--- config.mk ---
export PLATFORM = sky130hd
export DESIGN_NAME = mem_access_unit
export DESIGN_NICKNAME = d
export VERILOG_FILES = /design/src/rtl/mem_access_pkg.sv /design/src/rtl/load_align_ext.sv /design/src/rtl/mem_access_unit.sv
export SDC_FILE = /design/constraint.sdc
export NUM_CORES = 1
export LEC_CHECK = 0
export BUFFER_PORTS_ARGS = -buffer_cell sky130_fd_sc_hd__buf_2
export CAP_MARGIN = 25
export CORE_ASPECT_RATIO = 0.6
export CORE_MARGIN = 2
export CORE_UTILIZATION = 57
export DETAILED_ROUTE_END_ITERATION = 10
export GPL_TIMING_DRIVEN = 0
export PLACE_DENSITY = 0.87
export SLEW_MARGIN = 30
export SYNTH_ARGS = -nofsm -noshare
export SYNTH_HDL_FRONTEND = slang
export SYNTH_SLANG_ARGS = --single-unit
--- constraint.sdc ---
create_clock -name clk_i -period 6.5 [get_ports clk_i]
set_input_delay 0 -clock clk_i [delete_from_list [all_inputs] [get_ports clk_i]]
set_output_delay 0 -clock clk_i [all_outputs]
set_load 0.1 [all_outputs]
--- src/rtl/mem_access_pkg.sv ---
// Shared definitions for the MEM-stage load/store unit: size codes, FSM states
// and the sub-word lane merge used by read-modify-write stores.
package mem_access_pkg;

    localparam logic [1:0] SZ_BYTE = 2'b00;
    localparam logic [1:0] SZ_HALF = 2'b01;
    localparam logic [1:0] SZ_WORD = 2'b10;

    typedef enum logic [1:0] {
        IDLE = 2'b00,
        RD   = 2'b01,
        WR   = 2'b10,
        RESP = 2'b11
    } state_t;

    // Replace the addressed byte/half of old_word with the low bits of wdata;
    // any other size replaces the whole word.
    function automatic logic [31:0] merge_lane(
        input logic [31:0] old_word,
        input logic [31:0] wdata,
        input logic [1:0]  size,
        input logic [1:0]  offset
    );
        logic [31:0] merged;
        merged = old_word;
        case (size)
            SZ_BYTE: merged[{offset, 3'b000} +: 8]     = wdata[7:0];
            SZ_HALF: merged[{offset[1], 4'b0000} +: 16] = wdata[15:0];
            default: merged = wdata;
        endcase
        return merged;
    endfunction

endpackage

--- src/rtl/load_align_ext.sv ---
// Combinational load alignment: selects the addressed byte/half lane of a
// memory word and zero- or sign-extends it to 32 bits.
module load_align_ext
    import mem_access_pkg::*;
(
    input  logic [31:0] word,
    input  logic [1:0]  size,
    input  logic [1:0]  offset,
    input  logic        sign_ext,
    output logic [31:0] data
);

    logic [7:0]  byte_val;
    logic [15:0] half_val;

    always_comb begin
        byte_val = word[{offset, 3'b000} +: 8];
        half_val = word[{offset[1], 4'b0000} +: 16];
        case (size)
            SZ_BYTE: data = {{24{sign_ext & byte_val[7]}}, byte_val};
            SZ_HALF: data = {{16{sign_ext & half_val[15]}}, half_val};
            default: data = word;
        endcase
    end

endmodule

--- src/rtl/mem_access_unit.sv ---
// MEM-stage load/store initiator with read-modify-write sub-word stores.
// Optional misalignment trap enabled by defining MEM_ACCESS_ALIGN_CHECK_EN.
module mem_access_unit
    import mem_access_pkg::*;
#(
    parameter int MEM_LATENCY = 1,
    parameter int ADDR_W      = 32
) (
    input  logic              clk_i,
    input  logic              rst_n_i,
    input  logic              req_valid_i,
    output logic              req_ready_o,
    input  logic              req_write_i,
    input  logic [1:0]        req_size_i,
    input  logic              req_signed_i,
    input  logic [ADDR_W-1:0] req_addr_i,
    input  logic [31:0]       req_wdata_i,
    output logic              resp_valid_o,
    output logic [31:0]       resp_rdata_o,
    output logic              resp_err_o,
    output logic              stall_o,
    output logic [ADDR_W-1:0] mem_addr_o,
    output logic [31:0]       mem_wdata_o,
    output logic              mem_write_o,
    output logic              mem_read_o,
    input  logic [31:0]       mem_data_i
);

    localparam int              CNT_W    = 4;
    localparam logic [CNT_W-1:0] LAT_LAST = CNT_W'(MEM_LATENCY - 1);

    state_t             state;
    state_t             state_next;
    logic [CNT_W-1:0]   lat_cnt;

    logic               cap_write;
    logic               cap_signed;
    logic [1:0]         cap_size;
    logic [1:0]         cap_offset;
    logic [31:0]        cap_wdata;

    logic [ADDR_W-1:0]  mem_addr;
    logic [31:0]        mem_wdata;
    logic [31:0]        resp_rdata;

    logic [1:0]         req_size_eff;
    logic               accept;
    logic               misaligned;
    logic               rd_done;
    logic [31:0]        load_data;
    logic [31:0]        merged_word;

    // The reserved size code behaves exactly like a word access.
    assign req_size_eff = (req_size_i == 2'b11) ? SZ_WORD : req_size_i;
    assign accept       = (state == IDLE) && req_valid_i;
    assign rd_done      = (state == RD) && (lat_cnt == '0);

`ifdef MEM_ACCESS_ALIGN_CHECK_EN
    logic resp_err;

    assign misaligned = ((req_size_eff == SZ_HALF) && req_addr_i[0]) ||
                        ((req_size_eff == SZ_WORD) && (req_addr_i[1:0] != 2'b00));

    always_ff @(posedge clk_i or negedge rst_n_i) begin
        if (!rst_n_i) begin
            resp_err <= 1'b0;
        end else if (accept) begin
            resp_err <= misaligned;
        end
    end

    assign resp_err_o = (state == RESP) && resp_err;
`else
    assign misaligned = 1'b0;
    assign resp_err_o = 1'b0;
`endif

    load_align_ext u_load_align_ext (
        .word     (mem_data_i),
        .size     (cap_size),
        .offset   (cap_offset),
        .sign_ext (cap_signed),
        .data     (load_data)
    );

    assign merged_word = merge_lane(mem_data_i, cap_wdata, cap_size, cap_offset);

    always_ff @(posedge clk_i or negedge rst_n_i) begin
        if (!rst_n_i) begin
            state <= IDLE;
        end else begin
            state <= state_next;
        end
    end

    always_comb begin
        state_next   = state;
        req_ready_o  = 1'b0;
        resp_valid_o = 1'b0;
        mem_read_o   = 1'b0;
        mem_write_o  = 1'b0;
        stall_o      = 1'b0;
        case (state)
            IDLE: begin
                req_ready_o = 1'b1;
                stall_o     = req_valid_i;
                if (req_valid_i) begin
                    if (misaligned) begin
                        state_next = RESP;
                    end else if (req_write_i && (req_size_eff == SZ_WORD)) begin
                        state_next = WR;
                    end else begin
                        state_next = RD;
                    end
                end
            end
            RD: begin
                mem_read_o = 1'b1;
                stall_o    = 1'b1;
                if (lat_cnt == '0) begin
                    state_next = cap_write ? WR : RESP;
                end
            end
            WR: begin
                mem_write_o = 1'b1;
                stall_o     = 1'b1;
                state_next  = RESP;
            end
            RESP: begin
                resp_valid_o = 1'b1;
                state_next   = IDLE;
            end
            default: state_next = IDLE;
        endcase
    end

    // Counts down the remaining read cycles; zero marks the sampling cycle.
    always_ff @(posedge clk_i or negedge rst_n_i) begin
        if (!rst_n_i) begin
            lat_cnt <= '0;
        end else if (accept) begin
            lat_cnt <= LAT_LAST;
        end else if ((state == RD) && (lat_cnt != '0)) begin
            lat_cnt <= lat_cnt - 1'b1;
        end
    end

    always_ff @(posedge clk_i or negedge rst_n_i) begin
        if (!rst_n_i) begin
            cap_write  <= 1'b0;
            cap_signed <= 1'b0;
            cap_size   <= 2'b00;
            cap_offset <= 2'b00;
            cap_wdata  <= '0;
        end else if (accept) begin
            cap_write  <= req_write_i;
            cap_signed <= req_signed_i;
            cap_size   <= req_size_eff;
            cap_offset <= req_addr_i[1:0];
            cap_wdata  <= req_wdata_i;
        end
    end

    // Memory-side address/data only change when a real access is launched,
    // so they hold their last values across IDLE and RESP.
    always_ff @(posedge clk_i or negedge rst_n_i) begin
        if (!rst_n_i) begin
            mem_addr  <= '0;
            mem_wdata <= '0;
        end else if (accept && !misaligned) begin
            mem_addr <= {req_addr_i[ADDR_W-1:2], 2'b00};
            if (req_write_i && (req_size_eff == SZ_WORD)) begin
                mem_wdata <= req_wdata_i;
            end
        end else if (rd_done && cap_write) begin
            mem_wdata <= merged_word;
        end
    end

    always_ff @(posedge clk_i or negedge rst_n_i) begin
        if (!rst_n_i) begin
            resp_rdata <= '0;
        end else if (accept) begin
            resp_rdata <= '0;
        end else if (rd_done && !cap_write) begin
            resp_rdata <= load_data;
        end
    end

    assign mem_addr_o   = mem_addr;
    assign mem_wdata_o  = mem_wdata;
    assign resp_rdata_o = (state == RESP) ? resp_rdata : 32'h0;

endmodule

==> results.toml <==
[outcome]
status = "completed"

[yosys]
netlist_top_cells_count = "nand2_1 (244), dfrtp_1 (138), o21ai_0 (43)"
yosysWarningCount = 0
ys.flop_type = "dfrtp_1"
syn_inst = 799
syn_avg_cell_area_um2 = 9.253
yosys-top-cells-area = "dfrtp_1 (47%), nand2_1 (12%), a221o_1 (4.1%)"
synth-seq-cells = 138
seq_area_frac_synth = 0.4671
synth-edff-count = 0
synth_most_common_cell = "nand2_1"
async_reset_ff_frac = 1.000
ys_types = 60
synth_top_area_frac = 0.4671
syn_area_mm2 = 0.007393
yosys.area.top_type = "dfrtp_1"

[sta]
finalWorstPathRequiredPeriod_ns = 3.176
timing.hold.ws_ns = 0.01069
period_share = 0.4887
maxSlewHeadroom = 0.3989
hold_viol_final = 0
slew_violations = 0
fmax_mhz = 314.8
rsz0062_at_grt = "no"
fin_skew_ns = 0.01020
tightest_slew_ns = 0.8942
tns_ns = 0
setup_ws_ns = 3.324
setup_viol = 0

[setup_path]
cp.arrival_ns = 3.18
cp-start-kind = "flop"
required_ns = 6.50
worstSetupPathType = "flop to output port"
worstPathMaxFanout = 10
endpoint_kind = "output port"

[global_routing]
grt_max_degree = 79
grt_pass1_wl_mm = 41.78
track_usage = 0.3998
grt_pass1_vias = 7678
grt_overflow_total = 0
antenna_found_initial = 0

[floorplanning]
die_y_um = 92.22
initial_utilization = 0.5807
die_w_um = 151.0
die_area_mm2 = 0.01393
rows = 32
core_area_mm2 = 0.01273
ioPinCount = 205

[route]
via_count = 7974
antenna_left = 0
first_iter_violations = 928
drcViolationCount = 0
post_drt_wl_per_cell_um = 20.87
wl_mm = 27.12
vias_per_cell = 6.139
firstDrtPassIters = 6

[final_layout]
synthToLayoutAreaGrowth_pct = 37.76
fillCellCount = 839
fin_nets = 1228
finalNonFillerCells = 1299
drive_gt1_frac = 0.2793

[clock_tree]
path_clk_slew_ns = 0.06
tritoncts = "built"
clock_latency_ns = 0.42
cts_made_buffers = 17
clockBufferDepth = 2
htreeDepth = 4
root_buffer = "clkbuf_16"
clock_sinks = 138

[placed_design]
post-place-ws_ns = 3.619
gp_congestion = 1.003
portBuffers = 201
place_hpwl_mm = 18.11
placed_cells = 1173

[min_path]
hold_path.class = "input pin to flop"

[run]
maxCapViolations = 0
## metal layers
metal	wire length (µm)	GRT usage	up-vias
met5	0	0	-
met4	660	0.1238	0
met3	3788	0.1622	82
met2	11620	0.5871	595
met1	11050	0.5446	3847
li1	-	-	3450
## per-stage QoR
step	area, µm²	utilization
finish	10180	0.7999
global placement	8620	0.6770
detailed placement	8657	0.6799
CTS	10180	0.7993
global route	10180	0.7997
floorplan	7401	-
## cell usage in the layout, fill, tap and decap left out, types with 4 or more instances in the layout
| cell type | n |
|---|---|
| a21oi_1 | 18 |
| nand3_1 | 4 |
| buf_4 | 6 |
| inv_6 | 4 |
| nand2_1 | 244 |
| buf_2 | 225 |
| and2_1 | 40 |
| a31o_1 | 5 |
| a211o_1 | 7 |
| nor2_1 | 28 |
| o22ai_1 | 7 |
| ha_1 | 10 |
| nand2b_1 | 6 |
| a222oi_1 | 8 |
| clkbuf_16 | 17 |
| a221o_1 | 30 |
| inv_1 | 17 |
| a221o_2 | 9 |
| mux4_2 | 8 |
| nor2b_1 | 5 |
| dfrtp_1 | 138 |
| mux2_2 | 15 |
| dlygate4sd3_1 | 93 |
| a221oi_1 | 25 |
| nand4b_1 | 5 |
| clkinv_4 | 4 |
| o21ai_0 | 43 |
| clkbuf_1 | 25 |
| o21ai_1 | 26 |
## area by class of cell
class                   count  area [µm²]  area share
flip-flops and latches    138        3453      0.3391
repair buffers            295        1974      0.1939
multi-input cells         588        3610      0.3544
clock buffers              17       425.4     0.04177
diodes                      1       2.502   0.0002457
clock inverters            15       163.9     0.01609
well taps                 170       212.7     0.02088
plain buffers              58       279.0     0.02740
inverters                  17       63.81    0.006265
## logic make-up after synthesis
family / after synthesis / synth area share
other: 1 / 0.0005072
multiplexers: 24 / 0.04857
adder cells (fa/ha/maj): 10 / 0.01692
buffers and inverters: 75 / 0.04637
XOR/XNOR: 3 / 0.003555
AO/OA/AOI/OAI: 195 / 0.1994
flip-flops: 138 / 0.4671
AND/OR/NAND/NOR: 353 / 0.2176
## sequential cells by signal (all words and copies together) (netlist names), 2 cells and up
signal and count:
state 2, lat_cnt 4, cap_size 2, resp_rdata 32, cap_wdata 32, mem_wdata_o 32, mem_addr_o 30, cap_offset 2
## critical path, cell delays in order (launching register included)
cell     delay, ns
dfrtp_1       0.44
inv_1         0.10
ha_1          0.30
and2_1        0.26
buf_4         0.24
buf_4         0.20
buf_2         0.29
buf_2         0.28
nor2_1        0.07
nor2_1        0.11
buf_2         0.44
## timing repair
item                                    CTS  global route
buffers inserted                          0             0
hold buffers                             93             0
endpoints found under the setup margin    0             0
hold endpoints to repair                255             0
gates resized for setup                   0             0
## worst paths after layout
check                                           start                           to  slack [ns]  cells after the start
max                              state[1]$_DFFE_PN0P_                      stall_o        3.32                     10
min                                    mem_data_i[30]   resp_rdata[30]$_DFFE_PN0P_        0.01                      2
max reg2reg                 cap_offset[1]$_DFFE_PN0P_  mem_wdata_o[16]$_DFFE_PN0P_        3.41                      8
min reg2reg                mem_addr_o[13]$_DFFE_PN0P_   mem_addr_o[13]$_DFFE_PN0P_        0.47                      2
max in group asynchronous                     rst_n_i    cap_offset[1]$_DFFE_PN0P_        5.65                      3
min in group asynchronous                     rst_n_i  mem_wdata_o[16]$_DFFE_PN0P_        0.10                      2
Power is left out: the tool's default activity adds up to more than one toggle a clock period on the data nets, which glitch-free logic cannot reach.
